File: src/rtl/handshake_ff_pack.sv
// Byte-to-word packer on a valid/ready stream: COUNT bytes (or fewer when
// i_last arrives) become one registered word with a contiguous keep mask.
module handshake_ff_pack #(
    parameter  int COUNT = 4,
    localparam int LW    = $clog2(COUNT)
) (
    input  logic               clock,
    input  logic               reset,
    input  logic [7:0]         i_value,
    input  logic               i_last,
    input  logic               i_valid,
    output logic               o_ready,
    output logic [8*COUNT-1:0] o_value,
    output logic [COUNT-1:0]   o_keep,
    output logic               o_last,
    output logic               o_valid,
    input  logic               i_ready
);

    logic [8*COUNT-1:0] acc;
    logic [LW-1:0]      cnt;
    logic [8*COUNT-1:0] word_d;
    logic [COUNT-1:0]   keep_d;
    logic               acc_en;
    logic               at_end;
    logic               close;

    assign o_ready = ~reset & (~o_valid | i_ready);
    assign acc_en  = i_valid & o_ready;
    assign at_end  = (cnt == LW'(COUNT - 1));
    assign close   = acc_en & (at_end | i_last);

    // Lanes above cnt are always zero in acc, so merging the incoming
    // byte into lane[cnt] yields the zero-padded word directly.
    always_comb begin
        word_d = acc;
        keep_d = '0;
        for (int k = 0; k < COUNT; k++) begin
            if (LW'(k) == cnt) begin
                word_d[8*k +: 8] = i_value;
            end
            if (LW'(k) <= cnt) begin
                keep_d[k] = 1'b1;
            end
        end
    end

    always_ff @(posedge clock) begin
        if (reset) begin
            acc     <= '0;
            cnt     <= '0;
            o_value <= '0;
            o_keep  <= '0;
            o_last  <= 1'b0;
            o_valid <= 1'b0;
        end else if (close) begin
            o_value <= word_d;
            o_keep  <= keep_d;
            o_last  <= i_last;
            o_valid <= 1'b1;
            acc     <= '0;
            cnt     <= '0;
        end else begin
            if (acc_en) begin
                acc <= word_d;
                cnt <= cnt + LW'(1);
            end
            if (o_valid & i_ready) begin
                o_valid <= 1'b0;
            end
        end
    end

endmodule
File: config.mk
export PLATFORM = sky130hd
export DESIGN_NAME = handshake_ff_pack
export DESIGN_NICKNAME = d
export VERILOG_FILES = /design/src/rtl/handshake_ff_pack.sv
export SDC_FILE = /design/constraint.sdc
export NUM_CORES = 1
export LEC_CHECK = 0
export ABC_AREA = 1
export CAP_MARGIN = 10
export CORE_MARGIN = 2
export CORE_UTILIZATION = 45
export CTS_CLUSTER_DIAMETER = 30
export CTS_CLUSTER_SIZE = 25
export DETAILED_ROUTE_END_ITERATION = 6
export DONT_BUFFER_PORTS = 1
export PLACE_DENSITY = 0.64
export SLEW_MARGIN = 20
export SYNTH_ARGS = -nofsm -noshare
export SYNTH_HDL_FRONTEND = slang
export SYNTH_SLANG_ARGS = --single-unit
File: constraint.sdc
create_clock -name clock -period 2.6 [get_ports clock]
set_input_delay 0.65 -clock clock [delete_from_list [all_inputs] [get_ports clock]]
set_output_delay 0.65 -clock clock [all_outputs]
set_load 0.02 [all_outputs]
; After elaboration in Yosys (flattened, before gate mapping)
; Index checks and enable logic that the tools add are counted.
[classes]
reduce_logical = 3
addsub = 1
n_eq_ne = 4
order_cmp = 4
mux = 10
bitwise = 8
[ops]
columns = cell, count
row1 = 8-bit two-way mux, 4
row2 = 1-bit two-way mux, 6
row3 = 1-bit AND, 4
row4 = 2-bit == test (first input constant), 2
row5 = 1-bit by 2-bit less-or-equal comparator with 1-bit output (first input constant), 2
row6 = 2-bit less-or-equal comparator (first input constant), 2
row7 = 2-bit by 1-bit adder with 2-bit output (second input constant), 1
row8 = 1-bit by 2-bit == test with 1-bit output (first input constant), 1
row9 = 2-bit == test (second input constant), 1
row10 = 2-bit zero test, 1
row11 = 1-bit inverter, 2
row12 = 1-bit bitwise OR, 2
row13 = 2-bit nonzero test, 1
row14 = 2-bit OR reduction, 1
[word_totals]
inputBits = 13
output_inout_bits = 39
wordCells = 36
reg_bits = 72

; Longest topological paths before layout
; Gate-level depths: netlist of the first run.
[logic_depth]
word_depth = 6
ltp_mapped = 9
ltp_nobuf = 8

; Least setup slack after synthesis of the first run
; OpenSTA, ideal clock, no wires.
[synth_timing]
kind = input -> output
start = in i_ready
end = out o_ready
path_stages = 3
arrival_ns = 1.140
required_ns = 1.950
slack_ns = 0.810
path_cell_list = inv_1 > a21oi_1 > buf_2
[synth_between]
elab_chain_cells = 2
[synth_lines]
columns = element, line
row1 = from (decl), 17  ; input logic i_ready
row2 = 1-bit bitwise OR, 28  ; assign o_ready = ~reset & (~o_valid | i_ready);
row3 = 1-bit AND, 28
row4 = to (decl), 12  ; output logic o_ready,
; Every way passes these cells.

; Worst setup path after layout of the first run
[layout_timing]
start = reg o_valid
end = out o_ready
[layout_between]
elab_chain_cells = 3
[layout_lines]
columns = element, line
row1 = from (decl), 16  ; output logic o_valid,
row2 = from (signal assigned), 55  ; o_valid <= 1'b0;
row3 = from (signal assigned), 60  ; o_valid <= 1'b1;
row4 = from (signal assigned), 69  ; o_valid <= 1'b0;
row5 = 1-bit inverter, 28
row6 = 1-bit bitwise OR, 28
row7 = 1-bit AND, 28
; Every way passes these cells.

==> impl_metrics.csv, run 1 <==
group,metric,value,unit
status,status,"finished, final reports clean",
timing,hold_viol_final,0,
timing,post-route-min-period,1840,ps
critical_path,cp.buffers_inverters,0,
die,die_h,88.7,um
power_and_ir_drop,totalPowerFinal,2200,uW
finish,nNetsFinal,499,
timing,timing.final.ws_setup,762,ps
critical_path,timing.critical_path.to_type,"primary output",
die,core,6870,um2
timing,setup_viol,0,
clocking,clk-insertion-delay-late,350,ps
detailed_routing,viasPerCell,4.69,
place,gp_congestion,0.777,
finish,final_core_util,50.1,%
detailed_routing,firstDrtPassIters,4,
die,dieWidth,88.7,um
min_path,hold_start,"reset",
critical_path,r2r-start,"cnt[0]$_SDFFE_PP0P_",
timing,finClkSkew,5.46,ps
clocking,numCtsBuffers,9,
critical_path,path_class,"register to primary output",
detailed_routing,via_count,2731,
finish,drive_above_1_share,5.35,%
clocking,cts_max_level,3,
place,port_buffers,0,
timing,fin_hold_ws,367,ps
die,rows,30,
power_and_ir_drop,irDropWorstVdd,351,uV
clocking,clockBufferDepth,2,
timing,worstMarginPinSlew,792,ps
yosys,synth-edff-count,0,
critical_path,crit_path_start,"o_valid$_SDFFE_PP0P_",
clocking,holdBufCountCts,0,
critical_path,crit_path_max_incr_delay,440,ps
yosys,async_flop_share,0,%
yosys,synthFlopType,"dfxtp_1",
yosys,synth_nets,508,
power_and_ir_drop,p_leak,0.00179,uW
detailed_routing,wl,7270,um
clocking,cts.sinks,72,
critical_path,cp_max_fo,3,
flow_run,cap_violations,0,
clocking,cts_tree,"built",
detailed_routing,drc,0,
yosys,syn_avg_cell_area,6.60,um2
timing,relSlewSlack,47.2,%
yosys,yosysWarnings,0,
timing,slew_viol_final,0,
global_route,grt_max_degree,62,
timing,tns,0,ps
global_route,grt_overflow,0,
place,post-place-ws,681,ps
power_and_ir_drop,power_density,638,nW/um2
global_route,grt_pass1_wl,12100,um
critical_path,critPathArrivalTime,1190,ps
finish,area_growth,6.50,%
critical_path,path_cells,"a21oi_2",
yosys,syn_area,3230,um2
die,initial_utilization,47.0,%
die,die-area,7880,um2
detailed_routing,first_iter_violations,218,
yosys,syn_inst,490,
yosys,ys_seq_elements,72,
yosys,ys_seq_area_share,44.6,%
finish,num-fill-cells,724,
detailed_routing,ant_nets,0,
clocking,cts_resized,0,
critical_path,critical-path-slowest-cell,"a21oi_2",
timing,rsz0062_at_grt,"false",
clocking,root_buffer,"clkbuf_8",
die,io_pins,52,
clocking,cts_setup_buffers,0,
yosys,ys_types,18,
place,hpwl,4580,um
finish,antenna_cells,0,
global_route,grt_pass1_vias,2556,
min_path,hold_class,"input port to register",
clocking,clkTransAtPathRegs,70,ps
global_route,gr-usage-all-layers,20.4,%
timing,max_freq,544,MHz
global_route,antenna_found_initial,0,
timing,timing.final.crit_share,70.7,%
critical_path,cpLargestDelayFamily,"compound AO/OA/AOI/OAI gates",
critical_path,start_kind,"register",
detailed_routing,wl_per_cell,12.5,um
critical_path,critPathRequiredTime,1950,ps
[layer usage]
metal	vias up	global-route usage (%)	wire (um)
li1	1443	-	-
met1	1207	26.1	3400
met2	72	31.6	3150
met3	9	6.44	613
met4	0	8.54	102
met5	-	0	0
[final timing paths]
kind / end / slack, ps / depth (start not counted)
worst max-delay path: o_ready / 760 / 1
worst max register to register: o_value[23]$_SDFFE_PP0P_ / 890 / 6
worst min-delay path: o_keep[0]$_SDFFE_PP0P_ / 370 / 1
worst min register to register: acc[5]$_SDFFE_PP0P_ / 530 / 4
[sequential cells by signal, indices dropped and copies added (netlist names)]
name     flops
o_valid      1
o_value     32
o_keep       4
acc         32
o_last       1
cnt          2
[through the flow]
stage	instance area (um2)	std cells
2_1_floorplan	3230	490
3_3_place_gp	3250	566
3_5_place_dp	3250	566
4_1_cts	3440	582
5_1_grt	3440	582
6_report	3440	582
[cell families after synthesis]
logic type	share of synthesized area, %
xor gates and xnor gates	0.271
adders and majority gates	1.94
and+or+nand+nor	34.6
DFF	44.6
buffers and inverters	12.6
AOI/OAI and AO/OA	6.04
[cell usage in the layout, fill, tap and decap left out]
master / Yosys / final
nand2_1: 227 / 227
dfxtp_1: 72 / 72
inv_1: 68 / 68
o21ai_0: 36 / 36
nand3_1: 30 / 30
nor2_1: 18 / 18
clkbuf_8: 0 / 10
ha_1: 5 / 5
buf_4: 9 / 5
clkinv_2: 0 / 4
a21oi_1: 3 / 2
a21oi_2: 0 / 1
inv_2: 1 / 1
nand3_2: 1 / 1
nor2_4: 1 / 1
nor2_8: 1 / 1
xor2_1: 1 / 1
nand4_1: 1 / 1
clkinv_4: 0 / 1
bufinv_16: 0 / 1
[layout make-up]
class	count	area (um2)	share of cell area (%)
Timing Repair Buffer	5	37.5	1.09
Tap cell	96	120	3.49
Sequential cell	72	1440	41.9
Multi-Input combinational cell	324	1390	40.3
Inverter	69	259	7.52
Clock inverter	6	58.8	1.71
Clock buffer	10	138	4.00
[power by group]
group | internal (uW) | switching, uW | leakage (uW) | total, uW
Combinational | 43.7 | 110 | 0.00111 | 154
Sequential | 1130 | 33.4 | 0.000583 | 1160
Clock | 464 | 417 | 0.000106 | 881
Total | 1630 | 560 | 0.00179 | 2200
[cell usage after synthesis (2+ instances only)]
cell | n | area (um2)
a21oi_1 | 3 | 15.0
buf_2 | 4 | 20.0
buf_4 | 9 | 67.6
buf_6 | 2 | 22.5
clkbuf_1 | 10 | 37.5
dfxtp_1 | 72 | 1440
ha_1 | 5 | 62.6
inv_1 | 68 | 255
nand2_1 | 227 | 852
nand3_1 | 30 | 150
nor2_1 | 18 | 67.6
o21ai_0 | 36 | 180
(Power assumes the default switching activity.)
==> run 2, diff against run 1 <==
==> constraint.sdc (replaced) <==
create_clock -name clock -period 1.74 [get_ports clock]
set_input_delay 0.435 -clock clock [delete_from_list [all_inputs] [get_ports clock]]
set_output_delay 0.435 -clock clock [all_outputs]
set_load 0.02 [all_outputs]
==> run 2 against run 1 <==
  * Utilization grew 0.42 points
  * Clock power grew 35%
  * Sequential share of layout area down 0.35 points
  * Die area is the same
  * Combinational power grew 60%
  * Critical path depth increased by 2
  * Critical path type unchanged
==> impl_metrics.csv, run 2 (same netlist as run 1, synthesis figures left out) <==
group,metric,value,unit
place,gp_congestion,0.787,
timing,worstMarginPinSlew,502,ps
die,initial_utilization,47.0,%
die,rows,30,
global_route,grt_max_degree,62,
die,die_h,88.7,um
detailed_routing,drc,0,
place,hpwl,4440,um
clocking,cts_max_level,3,
min_path,hold_class,"input port to register",
timing,setup_viol,0,
timing,rsz0062_at_grt,"false",
power_and_ir_drop,power_density,914,nW/um2
timing,timing.final.ws_setup,59.8,ps
global_route,grt_pass1_wl,12200,um
detailed_routing,first_iter_violations,173,
finish,final_common_cell,"nand2_1",
finish,num-fill-cells,719,
timing,timing.final.crit_share,96.6,%
place,place_inst,566,
die,core,6870,um2
place,port_buffers,0,
clocking,cts.sinks,72,
detailed_routing,wl_per_cell,12.9,um
timing,relSlewSlack,66.5,%
flow_run,cap_violations,0,
clocking,cts_tree,"built",
clocking,clockBufferDepth,2,
finish,drive_above_1_share,5.75,%
critical_path,timing.critical_path.to_type,"primary output",
critical_path,cp_max_fo,31,
die,io_pins,52,
global_route,antenna_found_initial,0,
detailed_routing,firstDrtPassIters,4,
critical_path,critical-path-slowest-cell,"dfxtp_1",
critical_path,ff2ff_path_depth,8,
critical_path,path_cells,"buf_4 -> a21oi_2 -> buf_12",
finish,multi_input_area,1420,um2
clocking,root_buffer,"clkbuf_8",
clocking,clk-insertion-delay-late,360,ps
critical_path,critPathArrivalTime,1250,ps
place,post-place-ws,28.6,ps
finish,top_regs,"acc (32), o_value (32), o_keep (4)",
critical_path,r2r-start,"cnt[1]$_SDFFE_PP0P_",
timing,max_freq,595,MHz
status,status,"finished, final reports clean",
timing,fin_hold_ws,139,ps
timing,tns,0,ps
power_and_ir_drop,irDropWorstVdd,375,uV
clocking,numCtsBuffers,9,
timing,finClkSkew,5.00,ps
critical_path,start_kind,"register",
detailed_routing,viasPerCell,4.73,
timing,hold_viol_final,0,
detailed_routing,ant_nets,0,
finish,final_cell_mix,"nand2_1, dfxtp_1, inv_1",
power_and_ir_drop,p_leak,0.00179,uW
die,dieWidth,88.7,um
global_route,grt_overflow,0,
timing,post-route-min-period,1680,ps
critical_path,r2r-end,"acc[15]$_SDFFE_PP0P_",
global_route,gr-usage-all-layers,20.3,%
critical_path,crit_path_max_incr_delay,310,ps
critical_path,worstSetupEndpoint,"o_ready",
finish,regArea,1440,um2
die,die-area,7880,um2
finish,finalNonFillerCells,583,
global_route,grt_pass1_vias,2639,
finish,area_growth,7.39,%
finish,antenna_cells,0,
clocking,holdBufCountCts,0,
critical_path,path_class,"register to primary output",
critical_path,crit_path_start,"o_valid$_SDFFE_PP0P_",
critical_path,critPathRequiredTime,1300,ps
detailed_routing,wl,7500,um
clocking,clkTransAtPathRegs,70,ps
critical_path,reg2reg_slack,170,ps
timing,slew_viol_final,0,
detailed_routing,via_count,2757,
finish,nNetsFinal,501,
==> run 2: cell types whose count changed in the layout (fill, tap and decap cells not counted), sizes merged <==
| cell | change |
|---|---|
| nor2 | +2 |
| clkinv | -3 |
| clkinvlp | +1 |
| bufinv | -1 |
| clkbuf | +2 |
==> run 2: worst min path at each step <==
stage                                     from                     end  depth (start not counted)
final                                    reset  o_keep[0]$_SDFFE_PP0P_                          1
after global placement                   reset     o_last$_SDFFE_PP0P_                          1
after global routing                     reset  o_keep[0]$_SDFFE_PP0P_                          1
after CTS                                reset    o_valid$_SDFFE_PP0P_                          1
after detailed placement                 reset    o_valid$_SDFFE_PP0P_                          1
after floorplan           acc[10]$_SDFFE_PP0P_    acc[10]$_SDFFE_PP0P_                          4
==> run 2: layout make-up <==
cell class              count  area share, %
clock buffers              12           4.47
multi-input cells         326           40.8
well taps                  96           3.46
inverters                  69           7.46
clock inverters             3          0.505
flip-flops and latches     72           41.5
repair buffers              5           1.80
==> run 2: routing by layer <==
metal | global-route usage [%] | routed length (um) | vias to the layer above
met2 | 32.6 | 3310 | 80
met4 | 8.68 | 148 | 0
met3 | 5.60 | 562 | 13
met5 | 0 | 0 | -
li1 | - | - | 1453
met1 | 25.6 | 3480 | 1211
==> run 2: power by group <==
part           switching (uW)  internal [uW]
registers                47.8           1680
logic                     172           73.8
clock network             610            583
==> run 2: worst max-delay path: cells and delay by family (launching register included) <==
family	cells	cell delay [ps]
buffers and inverters	2	380
DFF	1	310
AOI/OAI and AO/OA	1	180
==> run 2: stage by stage <==
stage | utilization, % | area (um2) | total power [uW]
after global routing | 50.5 | 3470 | 3320
after floorplan | - | 3230 | 1970
after global placement | 47.4 | 3260 | 2000
after CTS | 49.9 | 3430 | 3190
final | 50.5 | 3470 | 3170
after detailed placement | 47.4 | 3260 | 2010
==> run 2: repair_timing <==
action | 4_1_cts | 5_1_grt
setup buffers | 0 | 0
endpoints found under the setup margin | 0 | 68
resized for setup | 0 | 9
==> run 3, diff against run 2 <==
--- a/config.mk
+++ b/config.mk
@@ -6,6 +6,7 @@
 export NUM_CORES = 1
 export LEC_CHECK = 0
 export ABC_AREA = 1
+export ABC_CLOCK_PERIOD_IN_PS = 1740
 export CAP_MARGIN = 10
 export CORE_MARGIN = 2
 export CORE_UTILIZATION = 45
==> results of run 3 <==
No change in the layout: final DEF, timing and power equal those of run 2.
